<file path="config.mk">
export PLATFORM = sky130hd
export DESIGN_NAME = tx_arbiter
export DESIGN_NICKNAME = d
export VERILOG_FILES = /design/src/rtl/tx_arbiter.sv
export SDC_FILE = /design/constraint.sdc
export NUM_CORES = 1
export LEC_CHECK = 0
export ABC_AREA = 1
export CAP_MARGIN = 20
export CORE_UTILIZATION = 47
export DETAILED_ROUTE_END_ITERATION = 7
export PLACE_DENSITY = 0.78
export SLEW_MARGIN = 20
export SYNTH_ARGS = -nofsm -noshare
export SYNTH_HDL_FRONTEND = slang
export SYNTH_SLANG_ARGS = --single-unit
</file>
<file path="constraint.sdc">
create_clock -name clk_i -period 2.55 [get_ports clk_i]
set_clock_uncertainty 0.1 [all_clocks]
set_input_delay 0.6375 -clock clk_i [delete_from_list [all_inputs] [get_ports clk_i]]
set_output_delay 0.6375 -clock clk_i [all_outputs]
set_load 0.05 [all_outputs]
</file>
<file path="src/rtl/tx_arbiter.sv">
// rtl/tx_arbiter.sv - round-robin sequencer sharing one tx_module among NUM_REQ byte requesters
// Optional grant lock across frames: define TX_ARB_LOCK_EN.
module tx_arbiter #(
  parameter int NUM_REQ   = 4,
  parameter int DATA_W    = 8,
  parameter int GAP_W     = 8,
  parameter int TIMEOUT_W = 16
) (
  input  logic                        clk_i,
  input  logic                        rst_i,
  input  logic                        enable_i,
  input  logic [GAP_W-1:0]            gap_cycles_i,
  input  logic [TIMEOUT_W-1:0]        timeout_cycles_i,
  input  logic [NUM_REQ-1:0]          req_valid_i,
  input  logic [NUM_REQ*DATA_W-1:0]   req_data_i,
  input  logic [NUM_REQ-1:0]          req_lock_i,
  output logic [NUM_REQ-1:0]          req_ready_o,
  output logic [NUM_REQ-1:0]          grant_o,
  output logic                        tx_en_o,
  output logic                        tx_start_o,
  output logic [DATA_W-1:0]           tx_data_o,
  input  logic                        tx_done_i,
  output logic                        busy_o,
  output logic                        timeout_o
);

  localparam int IDX_W = (NUM_REQ > 1) ? $clog2(NUM_REQ) : 1;

  typedef enum logic [1:0] {IDLE, START, WAIT_DONE, GAP} state_t;

  state_t                 state;
  logic [IDX_W-1:0]       rr_ptr;
  logic [IDX_W-1:0]       win_idx;
  logic                   win_found;
  logic [IDX_W-1:0]       rr_next;
  logic [IDX_W-1:0]       sel_idx;
  logic                   sel_ok;
  logic                   hold_active;
  logic                   accept;
  logic [NUM_REQ-1:0]     sel_onehot;
  logic [GAP_W-1:0]       gap_cnt;
  logic [GAP_W:0]         gap_next;
  logic                   gap_last;
  logic [TIMEOUT_W-1:0]   wd_cnt;
  logic                   timeout_hit;
  logic [IDX_W:0]         scan;

  // First valid requester at or above rr_ptr, wrapping modulo NUM_REQ.
  always_comb begin
    win_found = 1'b0;
    win_idx   = '0;
    scan      = '0;
    for (int k = 0; k < NUM_REQ; k++) begin
      scan = {1'b0, rr_ptr} + (IDX_W+1)'(k);
      if (scan >= (IDX_W+1)'(NUM_REQ))
        scan = scan - (IDX_W+1)'(NUM_REQ);
      if (!win_found && req_valid_i[scan[IDX_W-1:0]]) begin
        win_found = 1'b1;
        win_idx   = scan[IDX_W-1:0];
      end
    end
  end

  assign rr_next = (win_idx == IDX_W'(NUM_REQ-1)) ? '0 : win_idx + 1'b1;

`ifdef TX_ARB_LOCK_EN
  logic             lock_hold;
  logic [IDX_W-1:0] owner_idx;

  assign hold_active = lock_hold & req_lock_i[owner_idx];
  assign sel_idx     = hold_active ? owner_idx : win_idx;
  assign sel_ok      = hold_active ? req_valid_i[owner_idx] : win_found;

  always_ff @(posedge clk_i or negedge rst_i) begin
    if (!rst_i) begin
      lock_hold <= 1'b0;
      owner_idx <= '0;
    end else begin
      if (accept) begin
        owner_idx <= sel_idx;
        if (!hold_active)
          lock_hold <= 1'b0;
      end else if (timeout_hit) begin
        lock_hold <= 1'b0;
      end else if ((state == WAIT_DONE && tx_done_i && gap_cycles_i == '0) ||
                   (state == GAP && gap_last)) begin
        lock_hold <= req_lock_i[owner_idx];
      end
    end
  end
`else
  logic unused_lock;
  assign unused_lock = ^req_lock_i;
  assign hold_active = 1'b0;
  assign sel_idx     = win_idx;
  assign sel_ok      = win_found;
`endif

  // Ready is gated by rst_i so nothing is accepted while reset is asserted.
  assign accept      = rst_i & (state == IDLE) & enable_i & sel_ok;
  assign sel_onehot  = NUM_REQ'(1) << sel_idx;
  assign req_ready_o = accept ? sel_onehot : '0;
  assign busy_o      = (state != IDLE);

  assign gap_next    = {1'b0, gap_cnt} + {{GAP_W{1'b0}}, 1'b1};
  assign gap_last    = (gap_next >= {1'b0, gap_cycles_i});
  assign timeout_hit = (state == WAIT_DONE) && !tx_done_i &&
                       (timeout_cycles_i != '0) &&
                       (wd_cnt == timeout_cycles_i - 1'b1);

  always_ff @(posedge clk_i or negedge rst_i) begin
    if (!rst_i) begin
      state      <= IDLE;
      rr_ptr     <= '0;
      grant_o    <= '0;
      tx_en_o    <= 1'b0;
      tx_start_o <= 1'b0;
      tx_data_o  <= '0;
      timeout_o  <= 1'b0;
      gap_cnt    <= '0;
      wd_cnt     <= '0;
    end else begin
      tx_en_o    <= enable_i;
      tx_start_o <= 1'b0;
      timeout_o  <= 1'b0;
      case (state)
        IDLE: begin
          if (accept) begin
            tx_data_o  <= req_data_i[int'(sel_idx)*DATA_W +: DATA_W];
            grant_o    <= sel_onehot;
            tx_start_o <= 1'b1;
            if (!hold_active)
              rr_ptr <= rr_next;
            state <= START;
          end
        end
        START: begin
          wd_cnt <= '0;
          state  <= WAIT_DONE;
        end
        WAIT_DONE: begin
          if (tx_done_i) begin
            grant_o <= '0;
            gap_cnt <= '0;
            state   <= (gap_cycles_i != '0) ? GAP : IDLE;
          end else if (timeout_hit) begin
            grant_o   <= '0;
            timeout_o <= 1'b1;
            state     <= IDLE;
          end else if (wd_cnt != '1) begin
            wd_cnt <= wd_cnt + 1'b1;
          end
        end
        GAP: begin
          if (gap_last)
            state <= IDLE;
          else if (gap_cnt != '1)
            gap_cnt <= gap_next[GAP_W-1:0];
        end
        default: state <= IDLE;
      endcase
    end
  end

endmodule

</file>
# == Yosys cells after proc, flatten, opt, wreduce, memory -nomap -nowiden ==
# Cells that the tools add are included.
# totals
regBits,43
latchBits,0
ramBits,0
mem_bits_ro,0
inputBits,68
out_inout_bits,20
elab_cells,117
mem_count,0
# classes
n_addsub,11
mul,0
n_div,0
order_cmp,9
n_eq_ne,16
shift,2
mux,45
n_bitwise,3
reduce_logical,22
# ops
cell,count
16-bit 2-to-1 mux,3
16-bit case mux with 2 select lines,1
32-bit by 6-bit variable part select with 8-bit output,1
2-bit 2-to-1 mux,14
8-bit 2-to-1 mux,3
16-bit by 1-bit adder with 16-bit output (second input constant),1
16-bit equality test,1
4-bit 2-to-1 mux,4
16-bit != test (second input constant),1
8-bit case mux with 2 select lines,1
16-bit nonzero test,1
16-bit by 1-bit subtractor with 16-bit output (second input constant),1
2-bit != test (second input constant),7
1-bit 2-to-1 mux,13
2-bit by 3-bit < comparator with 1-bit output (second input constant),4
8-bit by 1-bit adder with 9-bit output (second input constant),1
3-bit greater-or-equal comparator (second input constant),3
9-bit by 8-bit greater-or-equal comparator with 1-bit output,1
1-bit binary-select mux with 2-bit select,4
8-bit != test (second input constant),1
2-bit case mux with 4 select lines,1
4-bit case mux with 2 select lines,1
4-bit AND reduction,2
2-bit nonzero test,4
17 further kinds,34

# == Logic depth before layout (Yosys ltp) ==
# Gate-level depths: netlist of the first run.
# logic_depth
word_depth,17
mapped_depth,20
ltp_nobuf,20

# == Least setup slack after synthesis of the first run ==
# OpenSTA, ideal clock, no wires.
# synth_timing
kind,input port to output port
start,input req_valid_i[2]
end,output req_ready_o[3]
arrival_time_ns,2.106
t_required_ns,1.812
setup_slack_ns,-0.293
cell_stages,12
path_cell_list,inv_1 > o21ai_1 > nand2_1 > nand2_2 > inv_2 > nand3_2 > nand3_4 > buf_12 > inv_1 > ha_1 > nand2_1 > inv_1
# synth_between
elab_chain_cells,14
elab_cells_between_ends,25
cone_classes,shift (1); mux (17); bitwise (1); reduce/logical (6)
# synth_rtl
element,line_no,rtl
start: declaration,14,"input logic [NUM_REQ-1:0] req_valid_i,"
1-bit binary-select mux with 2-bit select,57,if (!win_found && req_valid_i[scan[IDX_W-1:0]]) begin
1-bit 2-to-1 mux (not written as such),57,
1-bit 2-to-1 mux,57,
1-bit logical NOT,57,
1-bit logical AND,57,
1-bit 2-to-1 mux,57,
1-bit logical NOT,57,
1-bit logical AND,57,
1-bit 2-to-1 mux,57,
1-bit logical NOT,57,
1-bit logical AND,57,
2-bit 2-to-1 mux / 1-bit 2-to-1 mux (equally long branches),57,
1-bit by 2-bit left shift with 4-bit output / 1-bit AND (equally long branches),"101, 100",
4-bit 2-to-1 mux (*),102,assign req_ready_o = accept ? sel_onehot : '0;
end: declaration,17,"output logic [NUM_REQ-1:0] req_ready_o,"
# Every way passes the cells marked *; elsewhere a longest branch is shown, timed or not. The select of a mux whose other input is x is not followed.

# == Final worst setup path of the first run ==
# layout_timing
start,input req_valid_i[2]
end,output req_ready_o[1]
# Same word-level chain as after synthesis.

==> summary.txt, run 1 <==
Yosys
  • Yosys cell types: 37
  • Synth warn: 0
  • Synth area leaders: dfrtp_1 27%, nand2_1 21%, inv_1 9.5%, xor2_1 5.5%, ha_1 5.0%
  • Top-area cell type share of the netlist area: about 27%
  • Seq/Total Area, Yosys: a little over a quarter
  • Synth area leader: dfrtp_1
  • Synth Instances: 627
  • Syn Std Cell Area: roughly 4000 um2
  • Syn nets: ~700
  • Post-Syn Area per Cell: about 6.4 um2
  • #FFs+latches synth: 43

Detailed routing
  • First drt pass iteration count: 6
  • Max layer used: met4
  • Starting DRC count in detailed routing: between 400 and 500
  • Met2 wire len: a little over 6 mm
  • Via/cell ratio: 5.27
  • Met3 wire len: a little over 1 mm
  • WL met1: slightly below 5 mm
  • Detail Route Antenna Nets: 0
  • Final WL: between 10 and 15 mm
  • Post-route DRC: 0
  • Avg WL per Cell: 14.3 um
  • Vias post-DR: 4,661

Global route
  • Largest net degree at the start of global routing: 44
  • Initial antenna violation count: 0
  • Gr usage total: 28.0%
  • Vias in the first global route: 4,429
  • First-pass GRT wire length: between 15 and 20 mm
  • Grt ovf: 0

Worst setup path
  • Slowest CP cell: clkdlybuf4s15_2
  • Reg2Reg Depth: 15
  • Worst-path cell chain: clkdlybuf4s15_2 > inv_12 > o21ai_2 > nand2_1 > nand2_1 > nand3_2 > nand2_2 > nand2_4 > nand3_4 > inv_8 > ha_4 > nand2_4 > clkinvlp_4 > buf_12
  • WP data arrival: 2.28 ns
  • Worst Path Required: 1.81 ns
  • Crit path largest cell delay: approximately 0.26 ns
  • Crit Path Class: input port to output port
  • CP startpoint kind: input port
  • CP Capture Type: output port
  • Critical path peak fanout: 4

Place
  • Number of port buffers: 83
  • GPL Wtd Cong: between 0.9 and 1
  • Cells after DPL: approximately 860
  • Post-DP HPWL: 8.20 mm
  • DP Area: around 5400 um2

Run status
  • Violated checks: negative setup slack
  • Status: finished with violations

Power
  • VDD IR max: just over 1000 uV
  • Total power: ~6.5 mW
  • PwrDens: ~1100 nW/um2
  • Leakage power: 3.09 nW

CTS
  • CTS tree: yes
  • Reg clk slew, reported paths: approximately 0.090 ns
  • Cts bufs inserted: 5
  • Hold_buf cts: 0
  • CTS max path bufs: 2
  • CTS Root Cell: clkbuf_8
  • CTS sink count: 43
  • Clock Latency Late Sink: a little over 0.3 ns
  • CTS H-tree lvls: 2

Timing
  • Min Tclk post-route: approximately 3 ns
  • Setup TNS: -3.14 ns
  • Fmax: ~0.33 GHz
  • Final setup vio count: 13
  • Worst setup margin: -0.467 ns
  • Post-route clock period utilization: 118%
  • RSZ-0062 raised after global routing: yes
  • Slew headroom: 55.3%
  • Least-Margin Pin Slew: roughly 0.67 ns
  • Fin. max-slew vios: 0
  • Hold Fails Final Rpt: 0

Floorplanning
  • Boundary Pins: between 80 and 90
  • Die span in y: 94.1 um
  • Starting density of the core: 48.5%
  • DIE WIDTH: roughly 94 um
  • Cell Rows: 33
  • Die area: about 8900 um2
  • Core area: approximately 8200 um2

Cells and area
  • Final non-filler cell total: 885
  • # fillers: roughly 560
  • Area delta synth->final: 55.0%
  • Multi-input gate area: about 2900 um2
  • Share of layout cells above drive strength 1: 26.8%
  • Finished layout cell area: about 6000 um2
  • Nets: between 800 and 900
  • Diodes inserted: 0
  • Layout Utilization: about 75%
  • Seq. cell area: roughly 1100 um2

Run
  • Max-Cap Viols: 0

Worst hold path
  • Type of the worst min-delay path: input port to asynchronous set/reset pin
[area by class of cell]
type | instances | area share (%)
Clock inverter | 3 | 1.09
Timing Repair Buffer | 161 | 24.9
Tap cell | 105 | 2.13
Inverter | 108 | 7.21
Clock buffer | 5 | 1.11
Multi-Input combinational cell | 460 | 46.1
Sequential cell | 43 | 17.4
[layout by cell type (no fill, tap or decap), types with 5 or more instances in the layout]
cell / netlist / final
buf_4: 0 / 70
xor2_1: 25 / 18
inv_1: 101 / 88
nand4_1: 22 / 22
ha_1: 16 / 7
a21oi_1: 7 / 6
clkbuf_8: 1 / 5
nor3_1: 12 / 11
nand3b_1: 5 / 5
dlymetal6s2s_1: 0 / 6
nand2_1: 219 / 199
o21ai_0: 11 / 6
nand2_2: 14 / 25
nand3_1: 37 / 32
nor2_1: 51 / 35
nand3_4: 2 / 6
dlygate4sd2_1: 0 / 5
xnor2_1: 6 / 6
nand2_4: 2 / 11
xor2_2: 0 / 6
dfrtp_1: 43 / 41
ha_4: 0 / 7
o21ai_1: 12 / 12
clkinvlp_4: 0 / 5
nor2_2: 1 / 14
inv_2: 5 / 11
nand3_2: 4 / 5
clkdlybuf4s50_1: 0 / 66
buf_12: 1 / 7
[registers in the layout, indices dropped and copies added (netlist names)]
signal,count
timeout_o,1
tx_data_o,8
tx_start_o,1
state,2
gap_cnt,8
grant_o,4
rr_ptr,2
wd_cnt,16
tx_en_o,1
[routing by layer]
metal,GRT usage (%),vias to the layer above
met2,49.2,235
met1,33.4,2127
met5,0,-
met3,5.34,53
li1,-,2246
met4,11.4,0
[cell usage after synthesis, drive strengths merged]
library cell  number
o21a               1
xor2              25
xnor2              7
clkbuf             7
o21bai             1
nor2              54
ha                16
inv              107
nand2            235
nand3b             5
or2                1
o21ai             23
dfrtp             43
a21oi              8
nor4               2
nor3              12
clkinv             1
nand3             43
buf                9
o22ai              5
nand4             22
[metrics by stage]
| stage | worst slack (ns) | hold WS, ns |
|---|---|---|
| floorplan | -0.165 | 0.242 |
| global placement | -0.705 | 0.358 |
| detailed placement | -0.760 | 0.372 |
| CTS | -0.450 | 0.337 |
| global route | -0.544 | 0.386 |
| finish | -0.467 | 0.341 |
[power breakdown]
part	internal (mW)	total, mW	switching, mW
combinational	1.99	4.84	2.85
clock	0.391	0.654	0.263
sequential	0.860	1.04	0.183
total	3.24	6.54	3.30
[critical path, delay by kind of cell]
kind / cells / cell delay, ns
buffers and inverters: 5 / 0.59
and+or+nand+nor: 7 / 0.74
adders and majority gates: 1 / 0.16
AOI/OAI and AO/OA: 1 / 0.13
[kinds of logic after synthesis]
family                     after synthesis  share of synthesized area (%)
DFF                                     43                           27.0
xor gates and xnor gates                32                           7.22
and+or+nand+nor                        374                           42.0
AOI/OAI and AO/OA                       38                           5.33
buffers and inverters                  124                           13.4
adders and majority gates               16                           5.02
[worst paths after layout]
path                                 from        endpoint  slack (ns)
hold / removal                      rst_i      gap_cnt[5]        0.34
setup reg to reg               gap_cnt[0]      gap_cnt[6]       -0.17
min in group clk_i           tx_data_o[1]    tx_data_o[1]        0.39
hold reg to reg              tx_data_o[1]    tx_data_o[1]        0.39
setup / recovery           req_valid_i[2]  req_ready_o[1]       -0.47
max in group asynchronous           rst_i       rr_ptr[1]        1.61
[repair_timing]
| item | 4_1_cts | 5_1_grt |
|---|---|---|
| pin swaps | 20 | 21 |
| resized for setup | 50 | 62 |
| hold endpoints to repair | 0 | 0 |
| setup endpoints to repair | 34 | 36 |
| gates cloned | 1 | 0 |
| setup buffers | 8 | 11 |
(Power assumes the default switching activity.)
==> run 2, diff against run 1 <==
Settings changed: MAX_ROUTING_LAYER set to met4.
==> run 2 against run 1 <==
Clock-buffer cell count rose by 1. Sequential power barely moved. Worst setup slack got worse by 0.086 ns. Highest routed layer unchanged. Die area did not move. Via count fell by 1.1%. First-iteration DRC count fell by 23%. The flow still finishes with violations (negative setup slack). Critical path depth rose by 1.
==> summary.txt, run 2 (synthesis results as in run 1) <==
Run status
  • Status: finished with violations (unchanged)
  • Violated checks: negative setup slack (unchanged)

Worst setup path
  • Slowest CP cell: dfrtp_1 (was clkdlybuf4s15_2)
  • Worst-path cell chain: buf_12 > buf_8 > nand2_4 > o21ai_2 > nand2_2 > nand2_4 > nor2_8 > nand2_1 > nand2_1 > inv_2 > a21oi_4 > ha_2 > nand2_2 > clkinvlp_4 > buf_12 (was clkdlybuf4s15_2 > inv_12 > o21ai_2 > nand2_1 > nand2_1 > nand3_2 > nand2_2 > nand2_4 > nand3_4 > inv_8 > ha_4 > nand2_4 > clkinvlp_4 > buf_12)
  • WP data arrival: 2.37 ns (was 2.28 ns)
  • Crit path largest cell delay: 0.41 ns (was 0.26 ns)
  • Critical path peak fanout: 6 (was 4)
  • CP Capture Type: output port (unchanged)
  • Worst Path Required: 1.81 ns (about the same)
  • CP top delay family: simple AND/OR/NAND/NOR gates (unchanged)
  • Crit Path Class: register to output port (was input port to output port)
  • Buf+Inv Stages, Crit Path: 5 (unchanged)
  • CP startpoint kind: register (was input port)

CTS
  • CTS H-tree lvls: 2 (unchanged)
  • Clock Latency Late Sink: 0.30 ns (was 0.31 ns)
  • Cts bufs inserted: 5 (unchanged)
  • Reg clk slew, reported paths: 0.09 ns (about the same)
  • Hold_buf cts: 0 (unchanged)
  • CTS tree: yes (unchanged)
  • CTS max path bufs: 2 (unchanged)
  • CTS Root Cell: clkbuf_8 (unchanged)
  • CTS sink count: 43 (unchanged)

Timing
  • Slew headroom: 57.7% (was 55.3%)
  • Worst setup margin: -0.553 ns (was -0.467 ns)
  • RSZ-0062 raised after global routing: yes (unchanged)
  • Fmax: 0.322 GHz (was 0.331 GHz)
  • Final setup vio count: 13 (unchanged)
  • Least-Margin Pin Slew: 0.630 ns (was 0.666 ns)
  • Post-route clock period utilization: 122% (was 118%)
  • Min Tclk post-route: 3.10 ns (was 3.02 ns)
  • Fin. max-slew vios: 0 (unchanged)
  • Hold Fails Final Rpt: 0 (unchanged)

Floorplanning
  • Boundary Pins: 88 (unchanged)
  • Starting density of the core: 48.5% (unchanged)
  • Die span in y: 94.1 um (unchanged)
  • Core area: 8220 um2 (unchanged)
  • Cell Rows: 33 (unchanged)
  • Die area: 8860 um2 (unchanged)
  • DIE WIDTH: 94.1 um (unchanged)

Cells and area
  • Most flops, register: wd_cnt (unchanged)
  • Seq. cell area: 1080 um2 (about the same)
  • Area delta synth->final: 53.7% (was 55.0%)
  • # fillers: 590 (was 557)
  • Share of layout cells above drive strength 1: 27.4% (was 26.8%)
  • Commonest non-fill, non-tap cell in the layout: nand2_1 (unchanged)
  • Largest regs: wd_cnt: 16 flops, gap_cnt: 8 flops, tx_data_o: 8 flops (unchanged)
  • Diodes inserted: 0 (unchanged)
  • Multi-input gate area: 2800 um2 (was 2850 um2)
  • Finished layout cell area: 6130 um2 (was 6180 um2)
  • Most frequent cells in the layout: 197 x nand2_1, 87 x inv_1, 76 x buf_4 (was 199 x nand2_1, 88 x inv_1, 70 x buf_4)
  • Max reg flops: 16 (unchanged)
  • Nets: 869 (was 863)

Power
  • Leakage power: 3.12 nW (was 3.09 nW)
  • PwrDens: 1030 nW/um2 (was 1060 nW/um2)
  • VDD IR max: 1030 uV (was 1020 uV)

Run
  • Max-Cap Viols: 0 (unchanged)

Global route
  • Vias in the first global route: 4,274 (was 4,429)
  • Largest net degree at the start of global routing: 44 (unchanged)
  • Initial antenna violation count: 0 (unchanged)
  • Grt ovf: 0 (unchanged)
  • First-pass GRT wire length: 19.0 mm (was 19.8 mm)
  • Gr usage total: 27.6% (was 28.0%)

Detailed routing
  • First drt pass iteration count: 5 (was 6)
  • Avg WL per Cell: 13.9 um (was 14.3 um)
  • Detail Route Antenna Nets: 0 (unchanged)
  • Met3 wire len: 723 um (was 1.03 mm)
  • Post-route DRC: 0 (unchanged)
  • Met2 wire len: 6.25 mm (was 6.20 mm)
  • WL met1: 5.16 mm (was 4.97 mm)
  • Starting DRC count in detailed routing: 323 (was 422)
  • Via/cell ratio: 5.17 (was 5.27)
  • Vias post-DR: 4,609 (was 4,661)
  • Max layer used: met4 (unchanged)
  • Final WL: 12.4 mm (was 12.6 mm)

Place
  • Post-DP HPWL: 8.13 mm (was 8.20 mm)
  • DP Area: 5430 um2 (unchanged)
  • GPL Wtd Cong: 0.968 (was 0.962)
  • Pre-CTS setup slack: -0.789 ns (was -0.760 ns)
  • Number of port buffers: 83 (unchanged)

Worst hold path
  • Type of the worst min-delay path: input port to asynchronous set/reset pin (unchanged)
## run 2: changes by cell type in the layout (fill, tap and decap cells not counted), sizes merged
| cell | previous run | this run |
|---|---|---|
| buf | 82 | 88 |
| clkinv | 1 | 2 |
| dlymetal6s2s | 6 | 7 |
| dlygate4sd2 | 5 | 6 |
| bufinv | 2 | 0 |
| clkbuf | 5 | 6 |
| clkdlybuf4s50 | 66 | 64 |
## run 2: worst paths after layout
path,startpoint,end,slack (ns),cells after the start
setup / recovery,rr_ptr[0],req_ready_o[2],-0.55,15
hold / removal,rst_i,gap_cnt[1],0.32,2
setup reg to reg,gap_cnt[0],gap_cnt[7],-0.14,15
hold reg to reg,tx_data_o[7],tx_data_o[7],0.38,2
max in group asynchronous,rst_i,wd_cnt[8],1.63,2
min in group clk_i,tx_data_o[7],tx_data_o[7],0.38,2
## run 2: final cells by class
type / instances / share of cell area, %
inverter: 108 / 7.22
multi-input combinational: 460 / 45.7
sequential: 43 / 17.6
clock buffer: 6 / 1.35
timing repair buffer: 167 / 25.8
clock inverter: 2 / 0.265
tap: 105 / 2.14
## run 2: timing repair
action                     4_1_cts  5_1_grt
setup endpoints to repair       36       36
gates cloned                     1        0
pin swaps                       26       31
resized for setup               52       59
buffers inserted                13       12
## run 2: report_power, final
| group | switching, mW | internal, mW | leakage, nW |
|---|---|---|---|
| clock network | 0.264 | 0.222 | 0.0474 |
| logic | 2.84 | 1.93 | 2.50 |
| registers | 0.170 | 0.857 | 0.576 |
| total | 3.28 | 3.01 | 3.12 |
## run 2: metal layers
metal | vias up | track usage [%]
met3 | 27 | 3.80
met4 | 0 | 7.05
met2 | 187 | 46.9
li1 | 2249 | -
met5 | - | -
met1 | 2146 | 34.5
## run 2: worst register-to-register path, cell delays in order, from the launching register on
cell and delay, ns:
dfrtp_1 0.45, inv_2 0.09, nor3_4 0.22, buf_4 0.14, xor2_1 0.20, inv_1 0.07, ha_1 0.28, nand2_1 0.10
o21ai_0 0.09, nand2_1 0.06, nand4_1 0.11, nand2_2 0.13, nand2_2 0.08, a21oi_2 0.15, buf_6 0.19, o22ai_2 0.10
## run 2: through the flow
| step | hold WS, ns | total power [mW] | util [%] | instances | TNS [ns] |
|---|---|---|---|---|---|
| floorplan | 0.242 | 3.87 | - | 627 | -0.611 |
| global placement | 0.359 | 4.94 | 66.1 | 857 | -12.73 |
| global route | 0.372 | 6.72 | 74.6 | 891 | -5.00 |
| CTS | 0.352 | 5.83 | 70.6 | 879 | -1.78 |
| finish | 0.324 | 6.29 | 74.6 | 891 | -2.99 |
| detailed placement | 0.365 | 5.04 | 66.1 | 857 | -15.57 |
==> run 3, diff against run 2 <==
Settings changed: CTS_CLUSTER_DIAMETER set to 50.
==> results of run 3 <==
Same layout as run 2: the final DEF is identical, and so are final timing and power.
